`src/rtl/config_menu_ctrl.sv`:
```
`default_nettype none
// ============================================================================
//  Module      : config_menu_ctrl
//  Description : Configuration menu sequencer. Owns the menu cursor, holds
//                twelve option values, turns button pulses into cursor moves
//                and value edits, and keeps the on-screen option digits
//                current through the text buffer write port.
//  Revision    : 1.0  initial release
// ============================================================================
module config_menu_ctrl #(
  parameter int unsigned NUM_OPTS      = 12,
  parameter int unsigned OPT_MAX       = 9,
  parameter logic [7:0]  DIGIT_BASE    = 8'h30,
  parameter int unsigned LEFT_VAL_COL  = 18,
  parameter int unsigned RIGHT_VAL_COL = 38
) (
  input  logic        clk_in,
  input  logic        rst_n_in,
  input  logic        btn_up_in,
  input  logic        btn_down_in,
  input  logic        btn_left_in,
  input  logic        btn_right_in,
  input  logic        btn_start_in,
  output logic [3:0]  ptr_index_out,
  output logic [47:0] opt_values_out,
  output logic [9:0]  buf_write_addr_out,
  output logic [7:0]  buf_write_data_out,
  output logic        buf_write_en_out,
  output logic        config_done_out
);

  localparam logic [3:0] c_last_idx  = 4'(NUM_OPTS - 1);
  localparam logic [3:0] c_opt_max   = 4'(OPT_MAX);
  localparam logic [9:0] c_left_col  = 10'(LEFT_VAL_COL);
  localparam logic [9:0] c_right_col = 10'(RIGHT_VAL_COL);

  // WRITE is the cycle in which the button-driven buffer write is visible.
  typedef enum logic [1:0] {
    S_INIT  = 2'd0,
    S_IDLE  = 2'd1,
    S_WRITE = 2'd2,
    S_DONE  = 2'd3
  } state_t;

  state_t      r_state, w_state_nxt;
  logic [3:0]  r_init_cnt, w_init_cnt_nxt;
  logic [3:0]  r_ptr, w_ptr_nxt;
  logic [47:0] r_vals, w_vals_nxt;
  logic [9:0]  r_addr, w_addr_nxt;
  logic [7:0]  r_data, w_data_nxt;
  logic        r_we, w_we_nxt;
  logic        r_done, w_done_nxt;
  logic [3:0]  w_sel_val;
  logic [3:0]  w_init_val;

  // Buffer address of an option's digit: row*40 + col, built from shifts.
  function automatic logic [9:0] slot_addr(input logic [3:0] idx);
    logic [9:0] row;
    logic [9:0] col;
    if (idx < 4'd8) begin
      row = 10'd3 + {5'd0, idx, 1'b0};
      col = c_left_col;
    end else begin
      row = 10'd3 + {5'd0, idx - 4'd8, 1'b0};
      col = c_right_col;
    end
    return (row << 5) + (row << 3) + col;
  endfunction

  assign w_sel_val  = r_vals[{r_ptr, 2'b00} +: 4];
  assign w_init_val = r_vals[{r_init_cnt, 2'b00} +: 4];

  // State and all output registers; reset aborts any sequence in flight.
  always_ff @(posedge clk_in or negedge rst_n_in) begin
    if (!rst_n_in) begin
      r_state    <= S_INIT;
      r_init_cnt <= 4'd0;
      r_ptr      <= 4'd0;
      r_vals     <= 48'd0;
      r_addr     <= 10'd0;
      r_data     <= 8'd0;
      r_we       <= 1'b0;
      r_done     <= 1'b0;
    end else begin
      r_state    <= w_state_nxt;
      r_init_cnt <= w_init_cnt_nxt;
      r_ptr      <= w_ptr_nxt;
      r_vals     <= w_vals_nxt;
      r_addr     <= w_addr_nxt;
      r_data     <= w_data_nxt;
      r_we       <= w_we_nxt;
      r_done     <= w_done_nxt;
    end
  end

  // Next-state and next-output logic; address/data hold unless written.
  always_comb begin
    w_state_nxt    = r_state;
    w_init_cnt_nxt = r_init_cnt;
    w_ptr_nxt      = r_ptr;
    w_vals_nxt     = r_vals;
    w_addr_nxt     = r_addr;
    w_data_nxt     = r_data;
    w_we_nxt       = 1'b0;
    w_done_nxt     = 1'b0;
    case (r_state)
      S_INIT: begin
        // Paint every option digit once, buttons dropped.
        w_we_nxt   = 1'b1;
        w_addr_nxt = slot_addr(r_init_cnt);
        w_data_nxt = DIGIT_BASE + {4'd0, w_init_val};
        if (r_init_cnt == c_last_idx) begin
          w_init_cnt_nxt = 4'd0;
          w_state_nxt    = S_IDLE;
        end else begin
          w_init_cnt_nxt = r_init_cnt + 4'd1;
        end
      end
      S_IDLE: begin
        // Fixed priority: start > up > down > right > left.
        if (btn_start_in) begin
          w_done_nxt  = 1'b1;
          w_state_nxt = S_DONE;
        end else if (btn_up_in) begin
          w_ptr_nxt = (r_ptr == 4'd0) ? c_last_idx : r_ptr - 4'd1;
        end else if (btn_down_in) begin
          w_ptr_nxt = (r_ptr == c_last_idx) ? 4'd0 : r_ptr + 4'd1;
        end else if (btn_right_in) begin
          if (w_sel_val < c_opt_max) begin
            w_vals_nxt[{r_ptr, 2'b00} +: 4] = w_sel_val + 4'd1;
            w_we_nxt    = 1'b1;
            w_addr_nxt  = slot_addr(r_ptr);
            w_data_nxt  = DIGIT_BASE + {4'd0, w_sel_val + 4'd1};
            w_state_nxt = S_WRITE;
          end
        end else if (btn_left_in) begin
          if (w_sel_val != 4'd0) begin
            w_vals_nxt[{r_ptr, 2'b00} +: 4] = w_sel_val - 4'd1;
            w_we_nxt    = 1'b1;
            w_addr_nxt  = slot_addr(r_ptr);
            w_data_nxt  = DIGIT_BASE + {4'd0, w_sel_val - 4'd1};
            w_state_nxt = S_WRITE;
          end
        end
      end
      S_WRITE: begin
        // The write strobe is visible now; buttons are dropped.
        w_state_nxt = S_IDLE;
      end
      S_DONE: begin
        w_state_nxt = S_DONE;
      end
      default: begin
        w_state_nxt = S_INIT;
      end
    endcase
  end

  assign ptr_index_out      = r_ptr;
  assign opt_values_out     = r_vals;
  assign buf_write_addr_out = r_addr;
  assign buf_write_data_out = r_data;
  assign buf_write_en_out   = r_we;
  assign config_done_out    = r_done;

endmodule
`default_nettype wire

```
`config.mk`:
```
export PLATFORM = sky130hd
export DESIGN_NAME = config_menu_ctrl
export DESIGN_NICKNAME = d
export VERILOG_FILES = /design/src/rtl/config_menu_ctrl.sv
export SDC_FILE = /design/constraint.sdc
export NUM_CORES = 1
export LEC_CHECK = 0
export CAP_MARGIN = 20
export CORE_ASPECT_RATIO = 1.4
export CORE_UTILIZATION = 60
export DETAILED_ROUTE_END_ITERATION = 6
export DONT_BUFFER_PORTS = 1
export GPL_ROUTABILITY_DRIVEN = 0
export PLACE_DENSITY_LB_ADDON = 0.12
export SLEW_MARGIN = 20
export SYNTH_ARGS = -nofsm -noshare
export SYNTH_HDL_FRONTEND = slang
export SYNTH_SLANG_ARGS = --single-unit
```
`constraint.sdc`:
```
create_clock -name clk_in -period 7.3 [get_ports clk_in]
set_input_delay 0.365 -clock clk_in [delete_from_list [all_inputs] [get_ports clk_in]]
set_output_delay 0.365 -clock clk_in [all_outputs]
set_load 0.05 [all_outputs]
```
==> Word level (Yosys, flattened, before mapping) <==
Index checks and enable logic that the tools add are counted.
{ "op_classes": {"reduce_logical": 11, "shifts": 5, "n_lt_le_gt_ge": 3, "muxes": 78, "bitwise_logic": 3, "n_eq_ne": 18, "addsub": 21} }
{ "ops": {"columns": ["op", "n"], "rows": [
  ["10-bit 2-to-1 mux", 21],
  ["48-bit 2-to-1 mux", 4],
  ["7-bit 2-to-1 mux", 14],
  ["48-bit bitwise mux", 2],
  ["4-bit by 8-bit variable part select with 48-bit output", 2],
  ["48-bit by 7-bit variable part select with 4-bit output", 2],
  ["10-bit adder", 6],
  ["8-bit 2-to-1 mux", 7],
  ["4-bit by 8-bit variable shift with 48-bit output, first input constant", 1],
  ["2-bit by 5-bit adder with 6-bit output, first input constant", 4],
  ["6-bit 2-to-1 mux", 4],
  ["6-bit by 4-bit adder with 7-bit output, first input constant", 3],
  ["4-bit 2-to-1 mux", 5],
  ["10-bit one-hot mux with 2 select lines", 1],
  ["2-bit 2-to-1 mux", 8],
  ["8-bit one-hot mux with 2 select lines", 1],
  ["3-bit != test, second input constant", 5],
  ["7-bit AND reduction", 2],
  ["4-bit by 1-bit adder with 4-bit output, second input constant", 3],
  ["4-bit < comparator, second input constant", 3],
  ["4-bit != test, second input constant", 3],
  ["1-bit 2-to-1 mux", 9],
  ["4-bit equality test, second input constant", 2],
  ["2-bit != test, second input constant", 4],
  ["15 further kinds", 23]
]} }
{ "totals": {"regBits": 78, "input_bits": 7} }

==> Depth between registers and ports, before layout <==
{ "depth": {"word_depth": 19, "ltp_mapped": 16, "mapped_depth_nobuf": 14} }

==> Worst setup path after synthesis <==
Ideal clock, no wire load.
{ "synth_path": {"kind": "register to register", "start": "register r_ptr[0] (netlist: ptr_index_out[0])", "end": "register with a tool-made name", "arrival_ns": 3.992, "path_slack_ns": 3.183, "required_ns": 7.175, "stages_incl_launch_ff": 14, "synth_period_minus_slack_ns": 4.117, "path_cell_list": "dfrtp_1 buf_4 buf_2 mux4_2 and2_1 a221oi_2 ha_1 inv_1 a221o_1 a21oi_4 o21ai_2 buf_6 or3b_4 mux2_2"} }
{ "synth_lines": {"columns": ["element", "line", "text"], "rows": [
  ["start, declared", "47", "logic [3:0] r_ptr, w_ptr_nxt;"],
  ["start signal, assigned", "87", "r_ptr <= w_ptr_nxt;"]
]} }

==> Worst setup path after layout <==
{ "layout_path": {"start": "register r_ptr[0] (netlist: ptr_index_out[0])", "end": "register r_vals[1] (netlist: opt_values_out[1])"} }
{ "layout_via": {"elab_chain_len": 7} }
{ "layout_lines": {"columns": ["element", "line", "text"], "rows": [
  ["48-bit by 7-bit variable part select with 4-bit output", "70", "assign w_sel_val = r_vals[{r_ptr, 2'b00} +: 4];"],
  ["4-bit by 1-bit subtractor with 4-bit output", "138", "w_vals_nxt[{r_ptr, 2'b00} +: 4] = w_sel_val - 4'd1;"],
  ["4-bit by 8-bit variable part select with 48-bit output", "138", null],
  ["48-bit bitwise mux", "138", null],
  ["48-bit 2-to-1 mux", "137", "if (w_sel_val != 4'd0) begin"],
  ["48-bit 2-to-1 mux", "136", "end else if (btn_left_in) begin"],
  ["48-bit 2-to-1 mux", "128", "end else if (btn_right_in) begin"],
  ["end signal, assigned", "88", "r_vals <= w_vals_nxt;"],
  ["end, declared", "48", "logic [47:0] r_vals, w_vals_nxt;"]
]} }
Parallel ways exist; a longest one is shown, timed or not. The select of a mux whose other input is x is not followed.
A chain may end at the register's enable or synchronous reset.

==> impl_metrics.env <==
export IMPL_htree_levels=3
export IMPL_synth_seq_cells=72
export IMPL_fin_nets=483
export IMPL_nFillCells=645
export IMPL_setup_tns_final_ps=0
export IMPL_n_antenna_cell=0
export IMPL_hpwl_um=9500
export IMPL_r2r_end="opt_values_out[1]"
export IMPL_vias=3684
export IMPL_startpoint_type="register"
export IMPL_fin_hold_ws_ps=176
export IMPL_ff2ff_path_depth=11
export IMPL_pwr_density_cell_nw_per_um2=246
export IMPL_reg2reg_from="ptr_index_out[0]"
export IMPL_wire_per_inst_um=23.1
export IMPL_dp_slack_ps=2940
export IMPL_status="completed"
export IMPL_first_iter_violations=206
export IMPL_viasPerCell=6.65
export IMPL_max_freq_mhz=230
export IMPL_grt_pass1_vias=3728
export IMPL_finalCritPeriodShare_pct=59.6
export IMPL_min_to="config_done_out"
export IMPL_die_area_um2=8390
export IMPL_layout_common_cells="dfrtp_1, nand2_1, mux2_2"
export IMPL_cp_slowest_cell="dfrtp_1"
export IMPL_remaining_drc_errors=0
export IMPL_syn_area_per_cell_um2=10.5
export IMPL_synth_flop_cell="dfrtp_1"
export IMPL_cp_top_family="compound AO/OA/AOI/OAI gates"
export IMPL_regToRegSetupSlack_ps=2950
export IMPL_seqPwrFrac_pct=37.9
export IMPL_syn_inst=460
export IMPL_postCtsResizedCells=0
export IMPL_ys_types=58
export IMPL_comb_power_share_pct=36.1
export IMPL_cts_tree="done"
export IMPL_hp_start="btn_start_in"
export IMPL_setup_viol=0
export IMPL_swShare_pct=40.8
export IMPL_crit_chain="buf_4 > mux4_2 > and2_1 > a221oi_1 > ha_1 > inv_1 > a221o_1 > a31oi_1 > o21ai_1 > nor4_2 > mux2_2"
export IMPL_antenna_found_initial=0
export IMPL_area_growth_pct=5.04
export IMPL_fp_dieH_um=108
export IMPL_leakagePower_nw=2.34
export IMPL_holdCritPathClass="input pin to register"
export IMPL_cts_buffers=9
export IMPL_skew_ps=14.7
export IMPL_stdcell_area_um2=5060
export IMPL_rows=38
export IMPL_final_cells=554
export IMPL_setup_worst_path_class="register to register"
export IMPL_wl_met1_um=4710
export IMPL_peakVddDrop_uv=186
export IMPL_grt_max_degree=73
export IMPL_cap_violations=0
export IMPL_clockBufferDepth=2
export IMPL_dr_wl_met2_um=6500
export IMPL_cp_end_kind="register"
export IMPL_startpoint="ptr_index_out[0]"
export IMPL_crit_arrival_ps=4600
export IMPL_clockRootBuffer="clkbuf_8"
export IMPL_grt_pass1_wl_um=20200
export IMPL_cts_num_sinks=72
export IMPL_io_pins=79
export IMPL_worstPathRequired_ps=7550
export IMPL_wl_um=12800
export IMPL_top_layer_used="met4"
export IMPL_final_common_cell="dfrtp_1"
export IMPL_start_util_pct=62.1
export IMPL_relSlewSlack_pct=29.9
export IMPL_wl_met3_um=1080
export IMPL_clk_latency_ps=360
export IMPL_gr_total_overflow=0
export IMPL_layout_drive_gt1_share_pct=20.7
export IMPL_p_int_mw=0.738
export IMPL_drtAntennaViolNets=0
export IMPL_async_flop_share_pct=100
export IMPL_groute_usage_overall_pct=33.1
export IMPL_yosys_warnings=0
export IMPL_firstDrtPassIters=4
export IMPL_core_area_um2=7750
export IMPL_p_sw_mw=0.508
export IMPL_die_x_um=77.7
export IMPL_fin_ws_ps=2950
export IMPL_syn_area_um2=4810
export IMPL_clkTransAtPathRegs_ps=80
export IMPL_placed_cell_area_um2=4830
export IMPL_p_clk_share_pct=26.0
export IMPL_finalMaxSlewViolations=0
export IMPL_path_max_fanout=14
export IMPL_place_inst=537
export IMPL_synth_edf_count=0
export IMPL_io_buffers=0
export IMPL_worst_path_largest_cell_delay_ps=940
export IMPL_rsz0062_at_grt="no"
export IMPL_path_buf_inv=2
export IMPL_period_needed_ps=4350
export IMPL_worst_pin_slew_ps=1040
export IMPL_min_path_cells=2
export IMPL_ys_seq_area_share_pct=37.4
export IMPL_hold_viol=0
[cells in the mapped netlist (8+ instances only)]
| cell type | instances | area, um^2 |
|---|---|---|
| o31ai_1 | 9 | 67.6 |
| o21ai_0 | 24 | 120 |
| ha_1 | 24 | 300 |
| nand2_1 | 46 | 173 |
| mux2i_1 | 10 | 100 |
| a21oi_1 | 20 | 100 |
| mux4_2 | 22 | 495 |
| mux2_2 | 40 | 450 |
| nor2_1 | 22 | 82.6 |
| inv_1 | 29 | 109 |
| dfrtp_1 | 72 | 1800 |
| clkbuf_1 | 17 | 63.8 |
| nor3_1 | 8 | 40.0 |
[layer usage]
metal	GRT usage, %	up-vias
met3	9.79	35
met4	17.5	0
met5	0	-
met1	37.7	1856
li1	-	1639
met2	55.9	154
[through the flow]
step	power, mW	utilization [%]
2_1_floorplan	0.810	-
3_3_place_gp	0.909	62.3
3_5_place_dp	0.917	62.3
4_1_cts	1.25	65.3
5_1_grt	1.32	65.3
6_report	1.25	65.3
[worst max-delay path by stage]
stage | end | slack, ps | depth (start not counted)
after floorplan | register | 3180 | 13
after global placement | opt_values_out[2] | 3030 | 11
after detailed placement | opt_values_out[1] | 2940 | 11
after CTS | opt_values_out[1] | 2930 | 11
after global routing | opt_values_out[1] | 2700 | 11
final | opt_values_out[1] | 2950 | 11
[cell families after synthesis]
family	Yosys count	synth area share (%)
buffers and inverters	60	5.59
AOI/OAI and AO/OA	95	13.4
xor gates and xnor gates	14	2.55
other	1	0.0779
muxes	72	21.7
adders and majority gates	26	7.07
DFF	72	37.4
and+or+nand+nor	120	12.1
[power by group through the flow]
stage / clock (mW) / combinational [mW] / sequential, mW
2_1_floorplan: 0 / 0.333 / 0.477
3_3_place_gp: 0 / 0.429 / 0.481
3_5_place_dp: 0 / 0.436 / 0.481
4_1_cts: 0.328 / 0.449 / 0.473
5_1_grt: 0.344 / 0.495 / 0.477
6_report: 0.324 / 0.450 / 0.473
[area by class of cell]
| type | count | area [um^2] | area share [%] |
|---|---|---|---|
| multi-input combinational | 330 | 2750 | 54.4 |
| sequential | 72 | 1800 | 35.7 |
| clock buffer | 10 | 138 | 2.72 |
| tap | 100 | 125 | 2.47 |
| inverter | 31 | 116 | 2.30 |
| timing repair buffer | 6 | 67.6 | 1.34 |
| clock inverter | 5 | 56.3 | 1.11 |
[what timing repair did]
item / 4_1_cts / 5_1_grt
hold buffers: 2 / 0
endpoints found under the hold margin: 72 / 0
setup buffers: 0 / 0
Power figures use the tool's default switching activity.
